--- src/rtl/id_ex_stage.sv ---
// ID/EX pipeline register with write-back bypass at capture, EX-stage operand forwarding and hazard stall.
// Optional build macro ID_EX_FWD_EN: when defined, EX/MEM and MEM/WB forwarding is enabled and only load-use stalls.
module id_ex_stage #(
    parameter int XLEN   = 32,
    parameter int CTRL_W = 8
) (
    input  logic              clk,
    input  logic              rst,
    input  logic              id_valid,
    input  logic [XLEN-1:0]   id_pc,
    input  logic [4:0]        id_rs1,
    input  logic [4:0]        id_rs2,
    input  logic [4:0]        id_rd,
    input  logic [XLEN-1:0]   id_rd1,
    input  logic [XLEN-1:0]   id_rd2,
    input  logic [XLEN-1:0]   id_imm,
    input  logic [CTRL_W-1:0] id_ctrl,
    input  logic              flush,
    input  logic              exmem_reg_write,
    input  logic [4:0]        exmem_rd,
    input  logic [XLEN-1:0]   exmem_result,
    input  logic              memwb_reg_write,
    input  logic [4:0]        memwb_rd,
    input  logic [XLEN-1:0]   memwb_wd,
    output logic              ex_valid,
    output logic [XLEN-1:0]   ex_pc,
    output logic [4:0]        ex_rs1,
    output logic [4:0]        ex_rs2,
    output logic [4:0]        ex_rd,
    output logic [XLEN-1:0]   ex_imm,
    output logic [CTRL_W-1:0] ex_ctrl,
    output logic [XLEN-1:0]   ex_op_a,
    output logic [XLEN-1:0]   ex_op_b,
    output logic              stall_id
);

    logic [XLEN-1:0] ex_rd1_q;
    logic [XLEN-1:0] ex_rd2_q;
    logic [XLEN-1:0] cap_rd1;
    logic [XLEN-1:0] cap_rd2;
    logic            hazard;
    logic            bubble;

    // True when a nonzero destination index matches either ID source index.
    function automatic logic src_match(input logic [4:0] dst,
                                       input logic [4:0] rs1,
                                       input logic [4:0] rs2);
        return (dst != 5'd0) && ((dst == rs1) || (dst == rs2));
    endfunction

    // The register file writes at the edge, so a same-cycle read is stale; take the write data instead.
    always_comb begin
        cap_rd1 = id_rd1;
        cap_rd2 = id_rd2;
        if (id_rs1 == 5'd0)
            cap_rd1 = '0;
        else if (memwb_reg_write && (memwb_rd == id_rs1))
            cap_rd1 = memwb_wd;
        if (id_rs2 == 5'd0)
            cap_rd2 = '0;
        else if (memwb_reg_write && (memwb_rd == id_rs2))
            cap_rd2 = memwb_wd;
    end

`ifdef ID_EX_FWD_EN
    function automatic logic [XLEN-1:0] fwd(input logic [4:0]      rs,
                                            input logic [XLEN-1:0] reg_val);
        logic [XLEN-1:0] val;
        val = reg_val;
        if (rs == 5'd0)
            val = '0;
        else if (exmem_reg_write && (exmem_rd == rs))
            val = exmem_result;
        else if (memwb_reg_write && (memwb_rd == rs))
            val = memwb_wd;
        return val;
    endfunction

    always_comb begin
        hazard  = ex_valid && ex_ctrl[1] && src_match(ex_rd, id_rs1, id_rs2);
        ex_op_a = fwd(ex_rs1, ex_rd1_q);
        ex_op_b = fwd(ex_rs2, ex_rd2_q);
    end
`else
    // Without forwarding, wait until the producer reaches MEM/WB where the capture bypass picks it up.
    always_comb begin
        hazard  = (ex_valid && ex_ctrl[0] && src_match(ex_rd, id_rs1, id_rs2)) ||
                  (exmem_reg_write && src_match(exmem_rd, id_rs1, id_rs2));
        ex_op_a = ex_rd1_q;
        ex_op_b = ex_rd2_q;
    end

    logic unused_fwd;
    assign unused_fwd = ^exmem_result;
`endif

    // Held low during reset so a stall never leaks out while the stage is being cleared.
    assign stall_id = rst && id_valid && !flush && hazard;
    assign bubble   = flush || stall_id;

    always_ff @(posedge clk or negedge rst) begin
        if (!rst) begin
            ex_valid <= 1'b0;
            ex_pc    <= '0;
            ex_rs1   <= '0;
            ex_rs2   <= '0;
            ex_rd    <= '0;
            ex_imm   <= '0;
            ex_ctrl  <= '0;
            ex_rd1_q <= '0;
            ex_rd2_q <= '0;
        end else if (bubble) begin
            ex_valid <= 1'b0;
            ex_pc    <= '0;
            ex_rs1   <= '0;
            ex_rs2   <= '0;
            ex_rd    <= '0;
            ex_imm   <= '0;
            ex_ctrl  <= '0;
            ex_rd1_q <= '0;
            ex_rd2_q <= '0;
        end else begin
            ex_valid <= id_valid;
            ex_pc    <= id_pc;
            ex_rs1   <= id_rs1;
            ex_rs2   <= id_rs2;
            ex_rd    <= id_rd;
            ex_imm   <= id_imm;
            ex_ctrl  <= id_ctrl;
            ex_rd1_q <= cap_rd1;
            ex_rd2_q <= cap_rd2;
        end
    end

endmodule

--- config.mk ---
export PLATFORM = sky130hd
export DESIGN_NAME = id_ex_stage
export DESIGN_NICKNAME = d
export VERILOG_FILES = /design/src/rtl/id_ex_stage.sv
export SDC_FILE = /design/constraint.sdc
export NUM_CORES = 1
export LEC_CHECK = 0
export ABC_AREA = 0
export BUFFER_PORTS_ARGS = -buffer_cell sky130_fd_sc_hd__buf_4
export CAP_MARGIN = 0
export CORE_ASPECT_RATIO = 0.5
export CORE_MARGIN = 4
export CORE_UTILIZATION = 39
export DETAILED_ROUTE_END_ITERATION = 12
export MAX_ROUTING_LAYER = met4
export PLACE_DENSITY = 0.75
export SETUP_SLACK_MARGIN = 0.05
export SYNTH_ARGS = -nofsm -noshare
export SYNTH_HDL_FRONTEND = slang
export SYNTH_SLANG_ARGS = --single-unit
export TNS_END_PERCENT = 1
--- constraint.sdc ---
create_clock -name clk -period 2 [get_ports clk]
set_clock_uncertainty 0.15 [all_clocks]
set_input_delay 0.1 -clock clk [delete_from_list [all_inputs] [get_ports clk]]
set_output_delay 0.1 -clock clk [all_outputs]
set_load 0.02 [all_outputs]
==> results of run 1 <==
-- stage by stage --
stage / hold WS (ns) / utilization, % / worst slack (ns) / cells / area [µm²]
detailed placement: 0.1613 / 59.74 / -0.1008 / 1019 / 9376
floorplan: -0.3456 / - / 0.0002875 / 456 / 6376
global placement: 0.1582 / 59.74 / -0.07438 / 1019 / 9376
-- cells by family after synthesis --
kind of cell | share of synthesized area, %
mux | 10.05
xor+xnor | 4.123
simple gates | 21.65
buf+inv | 3.337
compound gates | 1.158
flops | 59.68
==> reports/metrics.yaml, run 1 <==
clock_tree:
  post_cts_resized: 14
  cts_buffer_depth: 2
  clock_sinks: 152
  root_buffer: "clkbuf_16"
  cts_buffers: 17
  cts_setup_buffers: 4
  ctsHoldBuffers: 212
  htreeDepth: 4
synth:
  synth_area_leaders: "dfrtp_1 (60%), mux2i_1 (10%), nor3b_2 (9.8%)"
  syn_nets: 687
  yosysTopAreaCell: "dfrtp_1"
  syn_area_um2: 6374
  yosys.cell_types.count: 24
  avgSynthCellArea_um2: 13.98
  synth_top_area_share_pct: 59.68
  async_flop_share_pct: 100.0
  synth-seq-area-share_pct: 59.68
  yosysWarnings: 0
  yosysMostFrequentCell: "dfrtp_1"
  synth_edf_count: 0
  syn_inst: 456
  ys.flop_type: "dfrtp_1"
  ys_ff_latch: 152
  ys_top_cells_by_count: "dfrtp_1 (152), and2_1 (88), mux2i_1 (64), nor3b_2 (50), xor2_1 (28)"
outcome:
  error: "[ERROR RSZ-0060] Max buffer count reached."
  outcome: "did not finish"
  lastStage: "clock tree synthesis (4_1_cts)"
floorplanning:
  ios: 384
  initial_core_util_pct: 40.61
  rows: 32
  die_x_um: 188.8
  die_y_um: 98.40
placement:
  place_congestion: 0.8670
  dpl.hpwl_um: 14580
  portBuffers: 351
==> run 2: changes to the inputs <==
Settings changed: CORE_AREA from default to 4 4 148 150, CORE_ASPECT_RATIO 0.5 to default, CORE_MARGIN 4 to default, CORE_UTILIZATION 39 to default, DIE_AREA from default to 0 0 152 154, MAX_ROUTING_LAYER met4 to default, PLACE_DENSITY 0.75 to default, PLACE_DENSITY_LB_ADDON from default to 0.15, SETUP_SLACK_MARGIN 0.05 to default.
Clock period 2 ns to 2.6 ns, I/O delays scaled along.
==> run 2 against run 1 <==
Net effect:
- the flow now finishes without violations
- synthesized cell count unchanged
- synthesized area unchanged
==> reports/metrics.yaml, run 2 <==
synth:
  async_flop_share_pct: 100.0  # unchanged
  yosys.cell_types.count: 24  # unchanged
  yosysTopAreaCell: "dfrtp_1"  # unchanged
  syn_area_um2: 6374  # unchanged
  syn_nets: 687  # unchanged
  synth_area_leaders: "dfrtp_1 (60%), mux2i_1 (10%), nor3b_2 (9.8%)"  # unchanged
  syn_inst: 456  # unchanged
  synth_top_area_share_pct: 59.68  # unchanged
  avgSynthCellArea_um2: 13.98  # unchanged
  synth_edf_count: 0  # unchanged
  yosysWarnings: 0  # unchanged
  yosysMostFrequentCell: "dfrtp_1"  # unchanged
  synth-seq-area-share_pct: 59.68  # unchanged
  ys.flop_type: "dfrtp_1"  # unchanged
  ys_top_cells_by_count: "dfrtp_1 (152), and2_1 (88), mux2i_1 (64), nor3b_2 (50), xor2_1 (28)"  # unchanged
  ys_ff_latch: 152  # unchanged
placement:
  postPlaceCellArea_um2: 9309  # was 9376 µm²
  place_ws_ns: 0.3352  # was -0.1008 ns
  portBuffers: 351  # unchanged
  dpl.hpwl_um: 15020  # was 14580 µm
  place_congestion: 0.7982  # was 0.8670
  place_inst: 1062  # was 1019
cells_and_area:
  layout.nets: 1257
  final_common_cell: "buf_4"
  n_fill_cell: 1687
  num_antenna_cells: 0
  mostFrequentLayoutCells: "buf_4 (354), dlygate4sd3_1 (208), dfrtp_1 (152)"
  fin_util_pct: 59.00
  layout.cells.non_filler: 1314
  area_growth_pct: 91.52
  layout-drive-gt1-share_pct: 43.60
  fin_area_um2: 12210
routing:
  drt_wl_total_um: 23080
  wl_met3_um: 1309
  antenna_left: 0
  drtPass1Iterations: 4
  wl_met2_um: 12390
  drt_iter0_drc: 194
  viasPerCell: 4.349
  m1WireLength_um: 8665
  routed.top_layer: "met4"
  wire_per_inst_um: 17.56
  num_vias: 5715
  remaining_drc_errors: 0
power_and_ir_drop:
  switching_share_pct: 26.49
  p_comb_share_pct: 20.1
  p_sw_w: 0.001688
  vdd_ir_drop_max_mv: 0.4201
  clkPwrFrac_pct: 40.1
  leakagePower_nw: 5.854
  p_per_area_nw_per_um2: 522.0
  seq_power_share_pct: 39.8
  p_int_w: 0.004684
timing:
  period_needed_ns: 2.525
  post-route-period-util_pct: 97.11
  fin_ws_ns: 0.07504
  relSlewSlack_pct: 46.49
  rsz0062_at_grt: "yes"
  worstMarginPinSlew_ns: 0.8026
  hold_ws_ns: 0.08926
  final_max_slew_viol_count: 0
  setup_viol: 0
  hold_viol: 0
  clock.fmax_ghz: 0.3960
global_route:
  grt_pass1_wl_um: 35360
  grt_max_degree: 153
  antenna_found_initial: 0
  grt_overflow: 0
  grt_pass1_vias: 6372
  grt_usage_pct: 19.07
clock_tree:
  htreeDepth: 4  # unchanged
  cts_buffers: 17  # unchanged
  clk_pin_slew_ns: 0.07
  clkLatencyLatePin_ns: 0.41
  cts_tree: "built"
  root_buffer: "clkbuf_16"  # unchanged
  clock_sinks: 152  # unchanged
  cts_buffer_depth: 2  # unchanged
floorplanning:
  die_y_um: 154  # was 98.40 µm
  die-area_um2: 23410
  die_x_um: 152  # was 188.8 µm
  core-area_um2: 20690
  rows: 53  # was 32
  ios: 384  # unchanged
  initial_core_util_pct: 30.81  # was 40.61%
setup_path:
  end_kind: "flip-flop"
  crit_buf_inv: 4
  cpMostUsedCell: "dlygate4sd3_1"
  crit_family: "buffers and inverters"
  rr_startpoint: "ex_rd[1]$_DFF_PN0_"
  r2r-end: "ex_op_b[2]$_DFF_PN0_"
  crit_arrival_ns: 2.69
  startpoint_type: "input port"
  worstPathMaxFanout: 16
  slowest_stage: "dlygate4sd3_1"
  worst_ep_required_time_ns: 2.77
  cpPeakStageDelay_ns: 0.57
  ff2ff_path_depth: 5
  path_cells: "dlygate4sd3_1 -> buf_4 -> xor2_1 -> nor4_1 -> and3_4 -> buf_12 -> mux2i_1 -> dlygate4sd3_1 -> nor3b_1"
  r2r_slack_ns: 0.32
  critPathKind: "in2reg"
outcome:
  outcome: "complete, no violations"  # was did not finish
worst_hold_path:
  worstHoldStart: "memwb_wd[9]"
  whs_endpoint: "ex_op_a[9]$_DFF_PN0_"
  hp-class: "in2reg"
  hold_depth: 4
run:
  cap_violations: 0
run 2: per-stage QoR:
step	setup TNS, ns	power (W)
3_5_place_dp	0	0.003579
3_3_place_gp	0	0.003559
5_1_grt	-0.02669	0.006632
4_1_cts	0	0.006438
6_report	0	0.006372
2_1_floorplan	0	0.002982
run 2: logic make-up after synthesis:
logic type | count (synthesis) | synth area share [%]
AND/OR/NAND/NOR | 171 | 21.65
flip-flops | 152 | 59.68
multiplexers | 64 | 10.05
buffers and inverters | 31 | 3.337
XOR/XNOR | 30 | 4.123
AO/OA/AOI/OAI | 8 | 1.158
run 2: routing by layer:
layer | GRT usage (%) | vias up
met3 | 5.657 | 49
met5 | 0 | -
li1 | - | 2665
met2 | 34.57 | 209
met4 | 7.663 | 0
met1 | 20.92 | 2792
run 2: final cells by class:
| cell class | instances | area, µm² | share of cell area (%) |
|---|---|---|---|
| well taps | 275 | 344.1 | 2.819 |
| repair buffers | 581 | 5037 | 41.27 |
| clock inverters | 14 | 180.2 | 1.476 |
| multi-input cells | 273 | 2409 | 19.73 |
| flip-flops and latches | 152 | 3804 | 31.16 |
| inverters | 1 | 3.754 | 0.03075 |
| clock buffers | 18 | 429.2 | 3.516 |
run 2: power by group through the flow:
stage | logic, W | clock network (W) | registers [W]
final | 0.00128 | 0.00255 | 0.00254
after global routing | 0.00137 | 0.00271 | 0.00255
after CTS | 0.00128 | 0.00262 | 0.00254
after detailed placement | 0.000997 | 0 | 0.00258
after global placement | 0.000981 | 0 | 0.00258
after floorplan | 0.000234 | 0 | 0.00275
run 2: what timing repair did:
action | in CTS | in global routing
endpoints found under the setup margin | 0 | 48
setup buffers | 0 | 0
hold buffers | 218 | 0
gates resized for setup | 0 | 16
hold endpoints to repair | 304 | 0
run 2: how the worst max path moves through the flow:
| stage | end | from | cells past startpoint | slack (ns) |
|---|---|---|---|---|
| floorplan | ex_op_a[10]$_DFF_PN0_ | ex_rd[1]$_DFF_PN0_ | 6 | 0.57 |
| global placement | ex_op_b[2]$_DFF_PN0_ | ex_rd[1]$_DFF_PN0_ | 5 | 0.38 |
| detailed placement | ex_imm[31]$_DFF_PN0_ | ex_rd[1]$_DFF_PN0_ | 5 | 0.34 |
| CTS | stall_id | ex_rd[1]$_DFF_PN0_ | 5 | 0.02 |
| global route | ex_op_a[17]$_DFF_PN0_ | id_rs1[2] | 9 | -0.03 |
| finish | ex_op_a[30]$_DFF_PN0_ | id_rs1[2] | 9 | 0.08 |
run 2: worst min-delay path: cells and delay by family:
| kind | cells | cell delay (ns) |
|---|---|---|
| multiplexers | 1 | 0.12 |
| buffers and inverters | 2 | 0.33 |
| AND/OR/NAND/NOR | 1 | 0.05 |
Note: power is estimated with default switching activity, not from simulation.
